$ cat src/rtl/cdc_pkg.sv
// Shared definitions for the req/ack clock-domain-crossing handshake blocks.
// Both the transmit and the receive side decode the same three-state protocol.
package cdc_pkg;

  typedef enum logic [1:0] {
    ST_IDLE   = 2'd0,
    ST_REQ_HI = 2'd1,
    ST_REQ_LO = 2'd2
  } cdc_hs_state_e;

endpackage : cdc_pkg

$ cat src/rtl/sync_ff.sv
// Multi-flop single-bit synchronizer; metastability is confined to the first flop.
// RST_VAL lets the caller choose which level the chain holds during reset.
module sync_ff #(
  parameter int   SYNC_STAGES = 2,
  parameter logic RST_VAL     = 1'b0
) (
  input  logic i_clk,
  input  logic i_rst_n,
  input  logic i_d,
  output logic o_q
);

  logic [SYNC_STAGES-1:0] sync_r;

  // Shift the asynchronous input through the flop chain.
  always_ff @(posedge i_clk or negedge i_rst_n) begin
    if (!i_rst_n) begin
      sync_r <= {SYNC_STAGES{RST_VAL}};
    end else begin
      sync_r <= {sync_r[SYNC_STAGES-2:0], i_d};
    end
  end

  assign o_q = sync_r[SYNC_STAGES-1];

endmodule : sync_ff

$ cat src/rtl/cdc_hs_tx.sv
// Source side of a 4-phase req/ack handshake: captures one local word and
// presents it with a level request until the foreign side completes the cycle.
module cdc_hs_tx
  import cdc_pkg::*;
#(
  parameter int DATA_W      = 8,
  parameter int SYNC_STAGES = 2
) (
  input  logic              i_clk,
  input  logic              i_rst_n,
  input  logic              i_valid,
  output logic              o_ready,
  input  logic [DATA_W-1:0] i_data,
  output logic              o_req,
  output logic [DATA_W-1:0] o_data,
  input  logic              i_ack,
  output logic              o_err
);

  cdc_hs_state_e     state_r;
  cdc_hs_state_e     state_nxt_s;
  logic              req_r;
  logic              req_nxt_s;
  logic [DATA_W-1:0] data_r;
  logic              load_s;
  logic              err_r;
  logic              err_nxt_s;
  logic              ack_s;

  // Chain resets high so a stale acknowledge is assumed until proven low.
  sync_ff #(
    .SYNC_STAGES (SYNC_STAGES),
    .RST_VAL     (1'b1)
  ) u_ack_sync (
    .i_clk   (i_clk),
    .i_rst_n (i_rst_n),
    .i_d     (i_ack),
    .o_q     (ack_s)
  );

  // Next-state, request level and capture decode.
  always_comb begin
    state_nxt_s = state_r;
    req_nxt_s   = req_r;
    load_s      = 1'b0;
    case (state_r)
      ST_IDLE: begin
        if (i_valid) begin
          state_nxt_s = ST_REQ_HI;
          req_nxt_s   = 1'b1;
          load_s      = 1'b1;
        end else begin
          state_nxt_s = ST_IDLE;
        end
      end
      ST_REQ_HI: begin
        if (ack_s) begin
          state_nxt_s = ST_REQ_LO;
          req_nxt_s   = 1'b0;
        end else begin
          state_nxt_s = ST_REQ_HI;
        end
      end
      ST_REQ_LO: begin
        if (!ack_s) begin
          state_nxt_s = ST_IDLE;
        end else begin
          state_nxt_s = ST_REQ_LO;
        end
      end
      default: begin
        state_nxt_s = ST_REQ_LO;
        req_nxt_s   = 1'b0;
      end
    endcase
  end

  // A synchronized acknowledge while idle can only be spurious.
  always_comb begin
    err_nxt_s = err_r | ((state_r == ST_IDLE) & ack_s);
  end

  // Reset parks in ST_REQ_LO so a launch waits for a clean low acknowledge.
  always_ff @(posedge i_clk or negedge i_rst_n) begin
    if (!i_rst_n) begin
      state_r <= ST_REQ_LO;
      req_r   <= 1'b0;
      err_r   <= 1'b0;
    end else begin
      state_r <= state_nxt_s;
      req_r   <= req_nxt_s;
      err_r   <= err_nxt_s;
    end
  end

  // Payload holds the last accepted word; it is never cleared between transfers.
  always_ff @(posedge i_clk or negedge i_rst_n) begin
    if (!i_rst_n) begin
      data_r <= {DATA_W{1'b0}};
    end else if (load_s) begin
      data_r <= i_data;
    end else begin
      data_r <= data_r;
    end
  end

  assign o_ready = (state_r == ST_IDLE);
  assign o_req   = req_r;
  assign o_data  = data_r;
  assign o_err   = err_r;

endmodule : cdc_hs_tx

$ cat config.mk
export PLATFORM = sky130hd
export DESIGN_NAME = cdc_hs_tx
export DESIGN_NICKNAME = d
export VERILOG_FILES = /design/src/rtl/cdc_pkg.sv /design/src/rtl/sync_ff.sv /design/src/rtl/cdc_hs_tx.sv
export SDC_FILE = /design/constraint.sdc
export NUM_CORES = 1
export LEC_CHECK = 0
export BUFFER_PORTS_ARGS = -buffer_cell sky130_fd_sc_hd__buf_2
export CORE_UTILIZATION = 30
export DETAILED_ROUTE_END_ITERATION = 12
export PLACE_DENSITY_LB_ADDON = 0.15
export SLEW_MARGIN = 15
export SYNTH_ARGS = -nofsm -noshare
export SYNTH_HDL_FRONTEND = slang
export SYNTH_SLANG_ARGS = --single-unit
$ cat constraint.sdc
create_clock -name i_clk -period 1.86 [get_ports i_clk]
set_clock_uncertainty 0.1 [all_clocks]
set_input_delay 0.372 -clock i_clk [delete_from_list [all_inputs] [get_ports i_clk]]
set_output_delay 0.372 -clock i_clk [all_outputs]
set_load 0.005 [all_outputs]
### Word level (Yosys, flattened, before mapping)

Index checks and enable logic that the tools add are counted.

| word-level totals | value |
|---|---|
| word-level logic and storage cells | 23 |
| register bits after elaboration | 14 |
| output and inout bits | 11 |
| input port bits | 12 |

| operators by class | value |
|---|---|
| equality and inequality tests | 4 |
| muxes and demuxes | 9 |
| reduce and logical (&&, ||, !) cells | 2 |
| bitwise gates (word level) | 3 |

Operators by type and width:

| kind | count |
|---|---|
| $pmux W2 S3 | 1 |
| $mux W1 | 5 |
| $mux W2 | 2 |
| $pmux W1 S3 | 1 |
| $reduce_and A3 Y1 | 1 |
| $eq A2 B1 Y1 const B | 1 |
| $eq A2 B2 Y1 const B | 1 |
| $logic_not A2 Y1 | 1 |
| $ne A2 B1 Y1 const B | 1 |
| $ne A2 B2 Y1 const B | 1 |
| $and A1 B1 Y1 | 1 |
| $not A1 Y1 | 1 |
| $or A1 B1 Y1 | 1 |

### Depth between registers and ports, before layout

Gate-level depths: netlist of run 1.

| depth | value |
|---|---|
| depth after elaboration | 3 |
| gate-level depth with buffers | 4 |
| gate-level depth less buffers | 3 |

### Cells and area by module

A second synthesis of run 1 with hierarchy kept.

| second synthesis, totals | value |
|---|---|
| cell total of the unflattened synthesis | 34 |
| area, all modules | 561.8 um^2 |

By module, submodules not included:

| module | seq. area each (um^2) | times used | area an instance (um^2) | cells each |
|---|---|---|---|---|
| cdc_hs_tx | 301.5 | 1 | 509.2 | 32 |
| sync_ff | 52.6 | 1 | 52.6 | 2 |

### Least setup slack after synthesis of run 1

No wires, ideal clock.

| timing | value |
|---|---|
| path type | reg-to-reg |
| start point | reg state_r[1] |
| end point | reg data_r[0] (netlist: o_data[0]) |
| library setup time | 0.125 ns |
| stages on the path, launching flop included | 5 |
| setup slack | 0.478 ns |
| arrival | 1.157 ns |
| required time | 1.635 ns |
| period minus slack after synthesis | 1.382 ns |
| path buffers | 1 |
| path through | dfstp_2 > nor2_2 > and2_4 > buf_6 > mux2_4 |

| on the way | value |
|---|---|
| longest elaborated chain between the ends | 2 |

Ends and longest elaborated chain:

| element | line | text |
|---|---|---|
| start: declaration | cdc_hs_tx.sv:20 | `cdc_hs_state_e state_r;` |
| start signal: assignment | cdc_hs_tx.sv:90 | `state_r <= state_nxt_s;` |
| $logic_not A2 Y1 | -- |  |
| via o_ready | cdc_hs_tx.sv:12 | `output logic o_ready,` |
| $mux W1 | cdc_hs_tx.sv:46 | `case (state_r)` |
| end signal: assignment | cdc_hs_tx.sv:99 | `data_r <= {DATA_W{1'b0}};` |
| end signal: assignment | cdc_hs_tx.sv:101 | `data_r <= i_data;` |
| end signal: assignment | cdc_hs_tx.sv:103 | `data_r <= data_r;` |
| end: declaration | cdc_hs_tx.sv:24 | `logic [DATA_W-1:0] data_r;` |

The timed path passes the listed nets, and every way through them passes these cells.
A chain may end at the register's enable or synchronous reset.

### Worst setup path in the final report of run 1

| timing | value |
|---|---|
| start point | reg state_r[1] |
| end point | out o_ready |

| on the way | value |
|---|---|
| longest elaborated chain between the ends | 1 |

Ends and longest elaborated chain:

| element | line | text |
|---|---|---|
| $logic_not A2 Y1 | cdc_hs_tx.sv:107 | `assign o_ready = (state_r == ST_IDLE);` |
| end: declaration | cdc_hs_tx.sv:12 |  |

Every way passes these cells.

==> metrics, run 1 <==
Worst Hold Path EP u_ack_sync.sync_r[0]; layout cell share with drive strength beyond 1 66.67%; Synth cell types 13; die width 45.28 µm; CTS root buf clkbuf_4; grt ovf 0; Worst Path Max Fanout 4; drt drc 0; Slew Limit Fails 0; Rel. slew slack 78.49%; Syn Nets 46; Crit Path Category reg2out; fin crit share 79.67%; TritonCTS clock tree built; via/cell ratio 4.035; max cap viols 0; Worst IR Drop VDD 0.5469 mV; first-pass GRT wire length 1366 µm; R2R depth 3; Setup-failing EPs final 0; Sw Share 28.06%; pwr/cell area 1530 nW/µm²; RSZ-0062 raised after global routing false; fin crit period 1.482 ns; # diodes 0; register area share after synthesis 63.03%; I/O pins 23; H-tree depth 1; Clock transition at path regs 0.07 ns; Port Buf Inserts 22; Final Hold Fails 0; Nets 73; Max clock buf depth 2; dominant synthesized flop cell dfrtp_1; TNS Setup 0 ns; syn avg cell area 16.52 µm²; GRT Overall Usage 9.992%; top cells by area, synth dfrtp_1 (49%), mux2_4 (21%), dfstp_2 (14%); FILL cells 174; Leak 0.0003556 µW; worst slew pin tran 0.3227 ns; Post-CTS Setup Inserts 0; row count 15; combinational share of power 38.1%; CTS Sinks 14; clock latency on the worst-skew pair 0.27 ns; FF/Latch Area 354.1 µm²; Post-synth EDFFs 0; Overall Power 1114 µW; core area 1745 µm²; ANT nets after route 0; Multi-input gate area 192.7 µm²; Die Height 45.28 µm; Hold Crit Start i_ack; drt total wl 936 µm; hold path depth 1; DR vias 343; Area Overhead vs Synth 29.62%; Clock Power Share 15.3%; status finished clean; Setup WS post-layout 0.3781 ns; TritonRoute pass-1 iters 2; Net Sw Power 312.6 µW; CP startpoint kind flop; Synth top area share 49.00%; TritonCTS buffer count 3; WL/cell 11.01 µm; Syn. warnings 0; die area 2050 µm²; Setup WS pre-CTS 0.5256 ns; antenna violations before repair 0; cell taking the most area after synthesis dfrtp_1; initial core utilization 32.19%; R2R Setup Slk 0.52 ns; synth cell count leaders dfrtp_1 (11), mux2_4 (8), dfstp_2 (3); Max Fclk 674.8 MHz; largest net degree at the start of global routing 15; routability cong. 0.7214; vias in the first global route 315; Post-Syn Area 561.8 µm²; ys async rst share 100.0%; Gate Count Post-Synth 34; path category of the worst min-delay check in2reg; WP data arrival 1.01 ns; most frequent cell after synthesis dfrtp_1; Flop pwr share 46.6%; Yosys reg bits 14; Cell Int Power 801.5 µW; CP Data Required Time 1.39 ns; R2R Path Start state_r[1]; worst flop-to-flop path endpoint o_data[2]; initial drt markers 2; CP Capture Type primary output
layout make-up:
cell class | count | area share (%)
timing repair buffer | 23 | 16.49
clock buffer | 4 | 3.608
multi-input combinational | 18 | 26.46
sequential | 14 | 48.63
tap | 25 | 4.296
inverter | 1 | 0.5155
worst max-delay path: stages (launching register included):
cell	delay (ns)
dfstp_2	0.56
nor2_2	0.05
buf_2	0.13
kinds of logic (layout without fill, tap and decap cells):
kind of cell | after synthesis | after routing | share of synthesized area (%)
adder cells (fa/ha/maj) | 1 | 1 | 1.782
AO/OA/AOI/OAI | 4 | 4 | 4.899
buffers and inverters | 2 | 28 | 2.672
multiplexers | 8 | 8 | 21.38
flip-flops | 14 | 14 | 63.03
AND/OR/NAND/NOR | 5 | 5 | 6.237
layer usage:
metal  vias to the layer above  wire (µm)  global-route usage [%]
li1                        165          -                       -
met1                       165        441                   12.88
met2                        13        438                   13.33
met3                         0         56                   6.400
met4                         0          0                   3.636
met5                         -          0                       0
how the worst max path moves through the flow:
| stage | from | to | slack [ns] | cells after the start |
|---|---|---|---|---|
| after floorplan | state_r[1] | o_data[0] | 0.48 | 4 |
| after global placement | state_r[1] | o_data[7] | 0.53 | 3 |
| after detailed placement | state_r[1] | o_data[6] | 0.53 | 3 |
| after CTS | state_r[1] | o_ready | 0.36 | 2 |
| after global routing | state_r[1] | o_ready | 0.33 | 2 |
| final | state_r[1] | o_ready | 0.38 | 2 |
per-stage QoR:
step | cells | hold WS, ns | cell area [µm²] | utilization, %
after detailed placement | 80 | 0.1864 | 691.9 | 39.64
final | 85 | 0.09774 | 728.2 | 41.72
after global placement | 80 | 0.1810 | 691.9 | 39.64
after floorplan | 34 | -0.02359 | 561.8 | -
after global routing | 85 | 0.07387 | 728.2 | 41.72
after CTS | 85 | 0.08137 | 728.2 | 41.72
flip-flops by register name (all words and copies together), names as in the netlist:
name	count
o_err	1
o_req	1
state_r	2
o_data	8
u_ack_sync.sync_r	2
cell usage in the layout (no fill, tap or decap), types with 2 or more instances in the layout:
master / n
dfstp_2: 3
clkbuf_4: 3
buf_2: 22
a21o_2: 2
nand2b_1: 2
dfrtp_1: 11
mux2_4: 8
timing repair:
item	4_1_cts	5_1_grt
endpoints found under the hold margin	11	0
endpoints found under the setup margin	0	0
hold buffers	1	0
resized for setup	0	0
power by group through the flow:
stage	Sequential, µW	Clock (µW)	Combinational [µW]
floorplan	526	0	282
global placement	526	0	426
detailed placement	525	0	430
CTS	523	184	433
global route	539	198	470
finish	519	171	424
Power figures use the tool's default switching activity.
==> inputs of run 2 (changes only) <==
==> constraint.sdc (replaced) <==
create_clock -name i_clk -period 1.4 [get_ports i_clk]
set_clock_uncertainty 0.1 [all_clocks]
set_input_delay 0.28 -clock i_clk [delete_from_list [all_inputs] [get_ports i_clk]]
set_output_delay 0.28 -clock i_clk [all_outputs]
set_load 0.005 [all_outputs]
==> metrics, run 2 (same netlist as run 1, synthesis figures left out) <==
beginning of the critical path state_r[1]; TNS Setup 0 ns (unchanged); CTS Sinks 14 (unchanged); Crit Path Category reg2out; routability cong. 0.7382 (+2.3%); GRT Overall Usage 10.41% (+0.42 points); Slowest-stage cell, CP dfstp_2; Nets 76 (+4.1%); worst flop-to-flop path endpoint o_data[7]; status finished clean; R2R Path Start state_r[1]; most frequent cells in the layout buf_2 (22), dfrtp_1 (11), mux2_4 (8); clock latency on the worst-skew pair 0.27 ns (about the same); hold path depth 2 (+1); critical path's top delay family flip-flops; Layout Cells excl Fill 88 (+3.5%); slowest stage delay, CP 0.54 ns (-0.02 ns); die width 45.28 µm (unchanged); Rel. slew slack 78.39% (-0.099 points); fin crit period 1.363 ns; CTS root buf clkbuf_4; TritonCTS clock tree built; TritonRoute pass-1 iters 3 (+1); FILL cells 166 (-4.6%); initial drt markers 2 (unchanged); Final Hold Fails 0 (unchanged); grt ovf 0 (unchanged); largest net degree at the start of global routing 15 (unchanged); ANT nets after route 0 (unchanged); row count 15 (unchanged); R2R Setup Slk 0.10 ns (-0.42 ns); CP Capture Type primary output; Max Fclk 733.7 MHz; worst slew pin tran 0.3241 ns (+0.001482 ns); Area Overhead vs Synth 35.86%; drt total wl 943 µm (+0.75%); H-tree depth 1 (unchanged); pwr/cell area 2075 nW/µm² (+36%); fin crit share 97.36%; die area 2050 µm² (unchanged); CP Buf/Inv Count 1 (unchanged); Hold Crit Start i_data[1]; path category of the worst min-delay check in2reg; Resize count post-CTS 0 (unchanged); first-pass GRT wire length 1407 µm (+3.0%); Worst Path Max Fanout 3 (-1); via/cell ratio 4.125 (+2.2%); R2R depth 3 (unchanged); Max clock buf depth 2 (unchanged); DR vias 363 (+5.8%); most common cell after layout, fill and taps aside buf_2; max cap viols 0 (unchanged); # diodes 0 (unchanged); RSZ-0062 raised after global routing true; Setup-failing EPs final 0 (unchanged); layout cell share with drive strength beyond 1 68.25% (+1.6 points); Final Cell Area 763.2 µm² (+4.8%); Slew Limit Fails 0 (unchanged); Core Util, Final 43.73% (+2.0 points); antenna violations before repair 0 (unchanged); DP Area 699.4 µm² (+1.1%); Post-Place Cells 81 (+1.3%); core area 1745 µm² (unchanged); Port Buf Inserts 22 (unchanged); critical-path cell list nor2_2 > buf_2; Clock transition at path regs 0.09 ns (+0.02 ns); Die Height 45.28 µm (unchanged); TritonCTS buffer count 3 (unchanged); WL/cell 10.72 µm (-2.7%); drt drc 0 (unchanged); max FFs per register 8 (unchanged); Worst Hold Path EP o_data[1]; CP Data Required Time 1.02 ns (-0.37 ns); initial core utilization 32.19% (unchanged); post-DP HPWL 677.6 µm; I/O pins 23 (unchanged); Worst IR Drop VDD 0.8800 mV (+61%); Leak 0.0003759 µW (+5.7%); vias in the first global route 323 (+2.5%); CP startpoint kind flop; Overall Power 1584 µW (+42%); WP data arrival 0.98 ns (-0.03 ns)
run 2: cell types whose count changed in the layout (fill, tap and decap cells not counted):
cell,change
buf_4,+2
clkbuf_1,-1
clkbuf_8,+1
dlygate4sd3_1,+1
run 2: through the flow:
stage / hold slack [ns] / setup slack, ns
floorplan: -0.1156 / 0.01821
finish: 0.1284 / 0.03698
global route: 0.1139 / -0.005896
global placement: 0.09000 / 0.07685
CTS: 0.1177 / 0.01141
detailed placement: 0.09217 / 0.06854
run 2: power breakdown:
part	total, µW	switching (µW)	leakage (µW)	internal, µW
combinational	624	215	0.000198	408
sequential	673	91.9	0.000157	581
clock	287	129	0.0000210	158
run 2: how the worst max path moves through the flow:
| stage | to | depth (start not counted) |
|---|---|---|
| after floorplan | o_data[0] | 4 |
| after global placement | o_data[7] | 3 |
| after detailed placement | o_data[6] | 3 |
| after CTS | o_ready | 2 |
| after global routing | o_ready | 2 |
| final | o_ready | 2 |
run 2: cell type report:
type                    instances  area (µm²)  area share, %
flip-flops and latches         14       354.1          46.39
multi-input cells              18       192.7          25.25
repair buffers                 26       145.1          19.02
clock buffers                   4       36.28          4.754
well taps                      25       31.28          4.098
inverters                       1       3.754         0.4918
run 2: repair_timing:
| action | in CTS | in global routing |
|---|---|---|
| buffers inserted | 1 | 0 |
| pin swaps | 0 | 0 |
| hold buffers | 2 | 0 |
| hold endpoints to repair | 12 | 0 |
| endpoints found under the setup margin | 1 | 1 |
run 2: routing by layer:
metal  vias up  routed length, µm  track usage, %  part of all wire [%]
li1        174                  -               -                     -
met1       176                464           14.14                    49
met2        11                424           13.33                    45
met3         2                 47           4.000                   5.0
met4         0                  7           7.273                  0.74
met5         -                  0               0                     0
